$ cat config.mk
export PLATFORM = sky130hd
export DESIGN_NAME = pwm_capture
export DESIGN_NICKNAME = d
export VERILOG_FILES = /design/src/rtl/pwm_capture.sv
export SDC_FILE = /design/constraint.sdc
export NUM_CORES = 1
export LEC_CHECK = 0
export BUFFER_PORTS_ARGS = -buffer_cell sky130_fd_sc_hd__buf_2
export CAP_MARGIN = 40
export CORE_ASPECT_RATIO = 1.1
export CORE_MARGIN = 8
export CORE_UTILIZATION = 59
export CTS_CLUSTER_DIAMETER = 40
export DETAILED_ROUTE_END_ITERATION = 6
export GPL_ROUTABILITY_DRIVEN = 1
export GPL_TIMING_DRIVEN = 0
export PLACE_DENSITY = 0.78
export SETUP_SLACK_MARGIN = 0.02
export SYNTH_ARGS = -nofsm -noshare
export SYNTH_HDL_FRONTEND = slang
export SYNTH_SLANG_ARGS = --single-unit
export TNS_END_PERCENT = 10
$ cat constraint.sdc
create_clock -name clk_10k -period 3.3 [get_ports clk_10k]
set_input_delay 0.165 -clock clk_10k [delete_from_list [all_inputs] [get_ports clk_10k]]
set_output_delay 0.165 -clock clk_10k [all_outputs]
set_load 0.05 [all_outputs]
$ cat src/rtl/pwm_capture.sv
// rtl/pwm_capture.sv - duty-cycle, direction and conflict capture for an H-bridge PWM pair
//
// Purpose: samples the left/right bridge drive lines through 2-flop synchronisers,
//          accumulates their high-cycle counts over a free-running window of PERIOD
//          clocks and, on the last edge of each window, presents the dominant count,
//          the dominant line and whether both lines were ever high together.
// Ports:
//   clk_10k        in   system clock, rising edge
//   rst_n          in   asynchronous active-low reset
//   pwml, pwmr     in   left/right drive lines (asynchronous)
//   speed_meas     out  high-cycle count of the dominant line, 0..PERIOD
//   direction_meas out  1 = left dominant, 0 = right dominant
//   meas_valid     out  one-cycle pulse with each new result
//   conflict       out  both lines high together at least once in the last window

module pwm_capture #(
    parameter int PERIOD = 101,
    parameter int CW     = 8
) (
    input  logic          clk_10k,
    input  logic          rst_n,
    input  logic          pwml,
    input  logic          pwmr,
    output logic [CW-1:0] speed_meas,
    output logic          direction_meas,
    output logic          meas_valid,
    output logic          conflict
);

    localparam logic [CW-1:0] LAST = CW'(PERIOD - 1);
    localparam logic [CW-1:0] PMAX = CW'(PERIOD);

    logic          l_meta_q, l_sync_q;
    logic          r_meta_q, r_sync_q;
    logic [CW-1:0] win_cnt_q, win_cnt_d;
    logic [CW-1:0] hi_l_q, hi_l_d;
    logic [CW-1:0] hi_r_q, hi_r_d;
    logic          conf_q, conf_d;
    logic [CW-1:0] speed_q, speed_d;
    logic          dir_q, dir_d;
    logic          valid_q, valid_d;
    logic          conflict_q, conflict_d;

    logic          end_win;
    logic [CW-1:0] hi_l_inc, hi_r_inc;
    logic          conf_inc;

    // Synchronisers: only the second stage is used downstream.
    always_ff @(posedge clk_10k or negedge rst_n) begin
        if (!rst_n) begin
            l_meta_q <= 1'b0;
            l_sync_q <= 1'b0;
            r_meta_q <= 1'b0;
            r_sync_q <= 1'b0;
        end else begin
            l_meta_q <= pwml;
            l_sync_q <= l_meta_q;
            r_meta_q <= pwmr;
            r_sync_q <= r_meta_q;
        end
    end

    always_comb begin
        end_win = (win_cnt_q == LAST);

        // Counts including this edge's sample; saturation can only trigger if PERIOD is misconfigured.
        hi_l_inc = (l_sync_q && (hi_l_q != PMAX)) ? hi_l_q + 1'b1 : hi_l_q;
        hi_r_inc = (r_sync_q && (hi_r_q != PMAX)) ? hi_r_q + 1'b1 : hi_r_q;
        conf_inc = conf_q | (l_sync_q & r_sync_q);

        win_cnt_d  = end_win ? '0 : win_cnt_q + 1'b1;
        hi_l_d     = end_win ? '0 : hi_l_inc;
        hi_r_d     = end_win ? '0 : hi_r_inc;
        conf_d     = end_win ? 1'b0 : conf_inc;

        speed_d    = speed_q;
        dir_d      = dir_q;
        conflict_d = conflict_q;
        valid_d    = end_win;
        if (end_win) begin
            speed_d    = (hi_l_inc > hi_r_inc) ? hi_l_inc : hi_r_inc;
            conflict_d = conf_inc;
            // Equal counts (including an idle bridge) keep the previous direction.
            if (hi_l_inc > hi_r_inc) begin
                dir_d = 1'b1;
            end else if (hi_r_inc > hi_l_inc) begin
                dir_d = 1'b0;
            end
        end
    end

    always_ff @(posedge clk_10k or negedge rst_n) begin
        if (!rst_n) begin
            win_cnt_q  <= '0;
            hi_l_q     <= '0;
            hi_r_q     <= '0;
            conf_q     <= 1'b0;
            speed_q    <= '0;
            dir_q      <= 1'b0;
            valid_q    <= 1'b0;
            conflict_q <= 1'b0;
        end else begin
            win_cnt_q  <= win_cnt_d;
            hi_l_q     <= hi_l_d;
            hi_r_q     <= hi_r_d;
            conf_q     <= conf_d;
            speed_q    <= speed_d;
            dir_q      <= dir_d;
            valid_q    <= valid_d;
            conflict_q <= conflict_d;
        end
    end

    assign speed_meas     = speed_q;
    assign direction_meas = dir_q;
    assign meas_valid     = valid_q;
    assign conflict       = conflict_q;

endmodule

==> metrics.log <==
INFO  metric status = finished clean
INFO  metric met3_usage = 0.0411
INFO  metric postRouteAntennaNets = 0
INFO  metric drt-pass1-iter-count = 5
INFO  metric average_footprint_of_a_synthesized_cell = 10.2 µm²
INFO  metric detail_route.iter0.violations = 129
INFO  metric dpl.hpwl = 3030 µm
INFO  metric clk-insertion-delay-late = 0.35 ns
INFO  metric fillers = 264
INFO  metric critical_path.startpoint = hi_l_q[1]
INFO  metric cell_internal_power = 1.06 mW
INFO  metric worst_hold_path_type = in -> async
INFO  metric worstSetupStartpointType = flop
INFO  metric grt_start_max_net_pins = 23
INFO  metric gr-usage-met1 = 0.184
INFO  metric worst_path_max_delay_cell = mux2_2
INFO  metric vias_per_cell = 5.61
INFO  metric comb_power_share = 0.435
INFO  metric dpl.cell_count = 264
INFO  metric finalHoldViolCount = 0
INFO  metric ys_warns = 0
INFO  metric cp_slowest_stage_delay = 0.42 ns
INFO  metric cts.repair_timing.setup_buffer_count = 0
INFO  metric antenna_cells = 0
INFO  metric setup-violations-final = 0
INFO  metric post-route-period-util = 0.908
INFO  metric most_used_layer_global_route = met2
INFO  metric grt_setup_unrepaired = no
INFO  metric final_net_count = 244
INFO  metric sum_of_overflow_across_all_layers_after_global_routing = 0
INFO  metric minimum_period_implied_by_the_final_worst_setup_slack = 3.00 ns
INFO  metric endpoint = speed_meas[6]
INFO  metric clockPowerShare = 0.183
INFO  metric timing.slew.headroom = 0.640
INFO  metric areaGrowthSynthToFinish = 13.5%
INFO  metric drc = 0
INFO  metric dominant_cell_type_by_area_after_synthesis = dfrtp_1
INFO  metric clock-sinks = 40
INFO  metric power.net_switching = 0.727 mW
INFO  metric origin_of_the_critical_flop_to_flop_path = hi_l_q[1]
INFO  metric die_y = 78.0 µm
INFO  metric power.sequential.fraction = 0.382
INFO  metric wl_per_cell = 14.8 µm
INFO  metric power_density = 764 nW/µm²
INFO  metric fmax = 334 MHz
INFO  metric globalRouteMet2Util = 0.264
INFO  metric drv_cap = 0
INFO  metric most_frequent_standard_cell_in_the_layout_excluding_fill_and_tap_cells = dfrtp_1
INFO  metric crit_path_max_fanout = 10
INFO  metric synth_largest_type_area_fraction = 0.486
INFO  metric path_clk_slew = 0.13 ns
INFO  metric yosys_most_used_dff = dfrtp_1
INFO  metric r2r_end = speed_meas[6]
INFO  metric endpoint_kind = flop
INFO  metric syn_nets = 219
INFO  metric clock_tree_from_tritoncts = built
INFO  metric floorplan.io_pins = 15
INFO  metric cts-buffers-inserted = 5
INFO  metric switching_share = 0.407
INFO  metric path_class = reg -> reg
INFO  metric worst_pin_slew = 0.540 ns
INFO  metric antenna_found_initial = 0
INFO  metric multi_input_area = 997 µm²
INFO  metric most-common-layout-cells = dfrtp_1 (40), nor2_1 (31), nand2_1 (17)
INFO  metric ff2ff_setup_slack = 0.30 ns
INFO  metric post_synth_instance_area = 2060 µm²
INFO  metric starting_density = 0.618
INFO  metric grtUsageTotal = 0.157
INFO  metric seq_area = 1000 µm²
INFO  metric power.ir.vdd_worst = 0.394 mV
INFO  metric ctsLongestPathBuffers = 2
INFO  metric design.die.area = 5640 µm²
INFO  metric synth_seq_cells = 40
INFO  metric worstPathArrival = 3.26 ns
INFO  metric setup_tns = 0 ns
INFO  metric num_vias = 1543
INFO  metric placement.io_buffers = 14
INFO  metric power = 1.79 mW
INFO  metric critical_path_data_required_time = 3.56 ns
INFO  metric cp_common_cell = ha_1
INFO  metric grt_pass1_vias = 1531
INFO  metric post_synth_num_cell_types = 41
INFO  metric clock-skew-final = 0.0100 ns
INFO  metric power.static_leakage = 1.08 nW
INFO  metric timing_max_transition_violations_final = 0
INFO  metric crit_path_cell_trace = inv_1 > ha_1 > nand4_2 > o41ai_4 > mux2_2 > ha_1 > nand4b_1 > a31oi_1 > a211oi_4 > buf_6 > nor2_1 > o31ai_1
INFO  metric final-instance-count-excl-fill = 275
INFO  metric die_w = 72.3 µm
INFO  metric clock_tree.root_cell = clkbuf_4
INFO  metric place.gp.congestion = 0.825
INFO  metric row_count = 22
INFO  metric clock_tree.htree_level_count = 2
INFO  metric core-area = 3330 µm²
INFO  metric synth.area.top_cells = dfrtp_1 (49%), ha_1 (8.5%), nor2_1 (5.7%)
INFO  metric post_synth_edffs = 0
INFO  metric syn_inst = 201
INFO  metric synth-seq-area-share = 0.486
INFO  metric wire_length_of_the_first_global_routing_pass = 6930 µm
INFO  metric asyncSetResetFlopFracSynth = 1.00
INFO  metric route.final.wire_length = 4070 µm
INFO  metric reg2reg_depth = 12
INFO  metric layout-drive-gt1-share = 0.150
-- routing by layer --
metal,wire length (µm),vias up
li1,-,750
met1,1690,749
met2,2110,38
met3,182,6
met4,81,0
met5,0,-
-- logic make-up (layout without fill, tap and decap cells) --
family,after synthesis,in the layout,synth area share
xor+xnor,15,15,0.0674
mux,2,2,0.0103
flops,40,40,0.486
fa+ha+maj,14,14,0.0851
simple gates,88,88,0.208
buf+inv,16,42,0.0334
compound gates,26,26,0.110
-- Yosys cell counts, drive strengths merged (3+ instances only) --
cell / number
a221o: 5
dfrtp: 40
nand4: 8
o31ai: 3
inv: 11
nand2: 17
a21oi: 3
nor2: 31
buf: 3
nand3: 8
ha: 14
xnor2: 8
nor3: 10
xor2: 7
o21ai: 6
and2: 6
-- critical path: cells and delay by family, from the launching register on --
family,cells,cell delay (ns)
AO/OA/AOI/OAI,4,1.08
adder cells (fa/ha/maj),2,0.47
multiplexers,1,0.42
flip-flops,1,0.41
buffers and inverters,2,0.28
AND/OR/NAND/NOR,3,0.25
-- state kept, by name (all words and copies together) (netlist names) --
| signal | flops |
|---|---|
| l_sync_q | 1 |
| direction_meas | 1 |
| conf_q | 1 |
| hi_l_q | 8 |
| l_meta_q | 1 |
| meas_valid | 1 |
| speed_meas | 8 |
| hi_r_q | 8 |
| r_sync_q | 1 |
| r_meta_q | 1 |
| conflict | 1 |
| win_cnt_q | 8 |
-- timing repair --
item                                    4_1_cts  5_1_grt
hold buffers                                  3        0
gates resized for setup                       0        1
hold endpoints to repair                     20        0
endpoints found under the setup margin        0        3
-- per-stage QoR --
| step | cell area (µm²) | util | hold WS [ns] | setup slack [ns] |
|---|---|---|---|---|
| 2_1_floorplan | 2060 | - | -0.131 | 0.575 |
| 3_3_place_gp | 2190 | 0.657 | 0.273 | 0.346 |
| 3_5_place_dp | 2220 | 0.666 | 0.142 | 0.288 |
| 4_1_cts | 2330 | 0.700 | 0.282 | 0.212 |
| 5_1_grt | 2340 | 0.702 | 0.333 | 0.0281 |
| 6_report | 2340 | 0.702 | 0.302 | 0.305 |
-- power by group through the flow --
stage / combinational [mW] / clock, mW / sequential (mW)
3_5_place_dp: 0.736 / 0 / 0.692
3_3_place_gp: 0.694 / 0 / 0.683
6_report: 0.777 / 0.327 / 0.683
5_1_grt: 0.886 / 0.359 / 0.697
4_1_cts: 0.744 / 0.338 / 0.682
2_1_floorplan: 0.577 / 0 / 0.669
-- layout make-up --
type / count / area share
Buffer: 5 / 0.0118
Clock buffer: 5 / 0.0161
Clock inverter: 3 / 0.0198
Inverter: 11 / 0.0177
Multi-Input combinational cell: 145 / 0.426
Sequential cell: 40 / 0.428
Tap cell: 48 / 0.0257
Timing Repair Buffer: 18 / 0.0546
-- worst min path at each step --
stage | startpoint | to | slack, ns | cells after the start
after floorplan | rst_n | conf_q | -0.13 | 0
after global placement | pwmr | r_meta_q | 0.27 | 1
after detailed placement | rst_n | hi_r_q[3] | 0.14 | 1
after CTS | rst_n | hi_r_q[1] | 0.28 | 2
after global routing | rst_n | hi_r_q[3] | 0.33 | 2
final | rst_n | r_sync_q | 0.30 | 2
No activity file was read; power rests on OpenSTA's default activity.
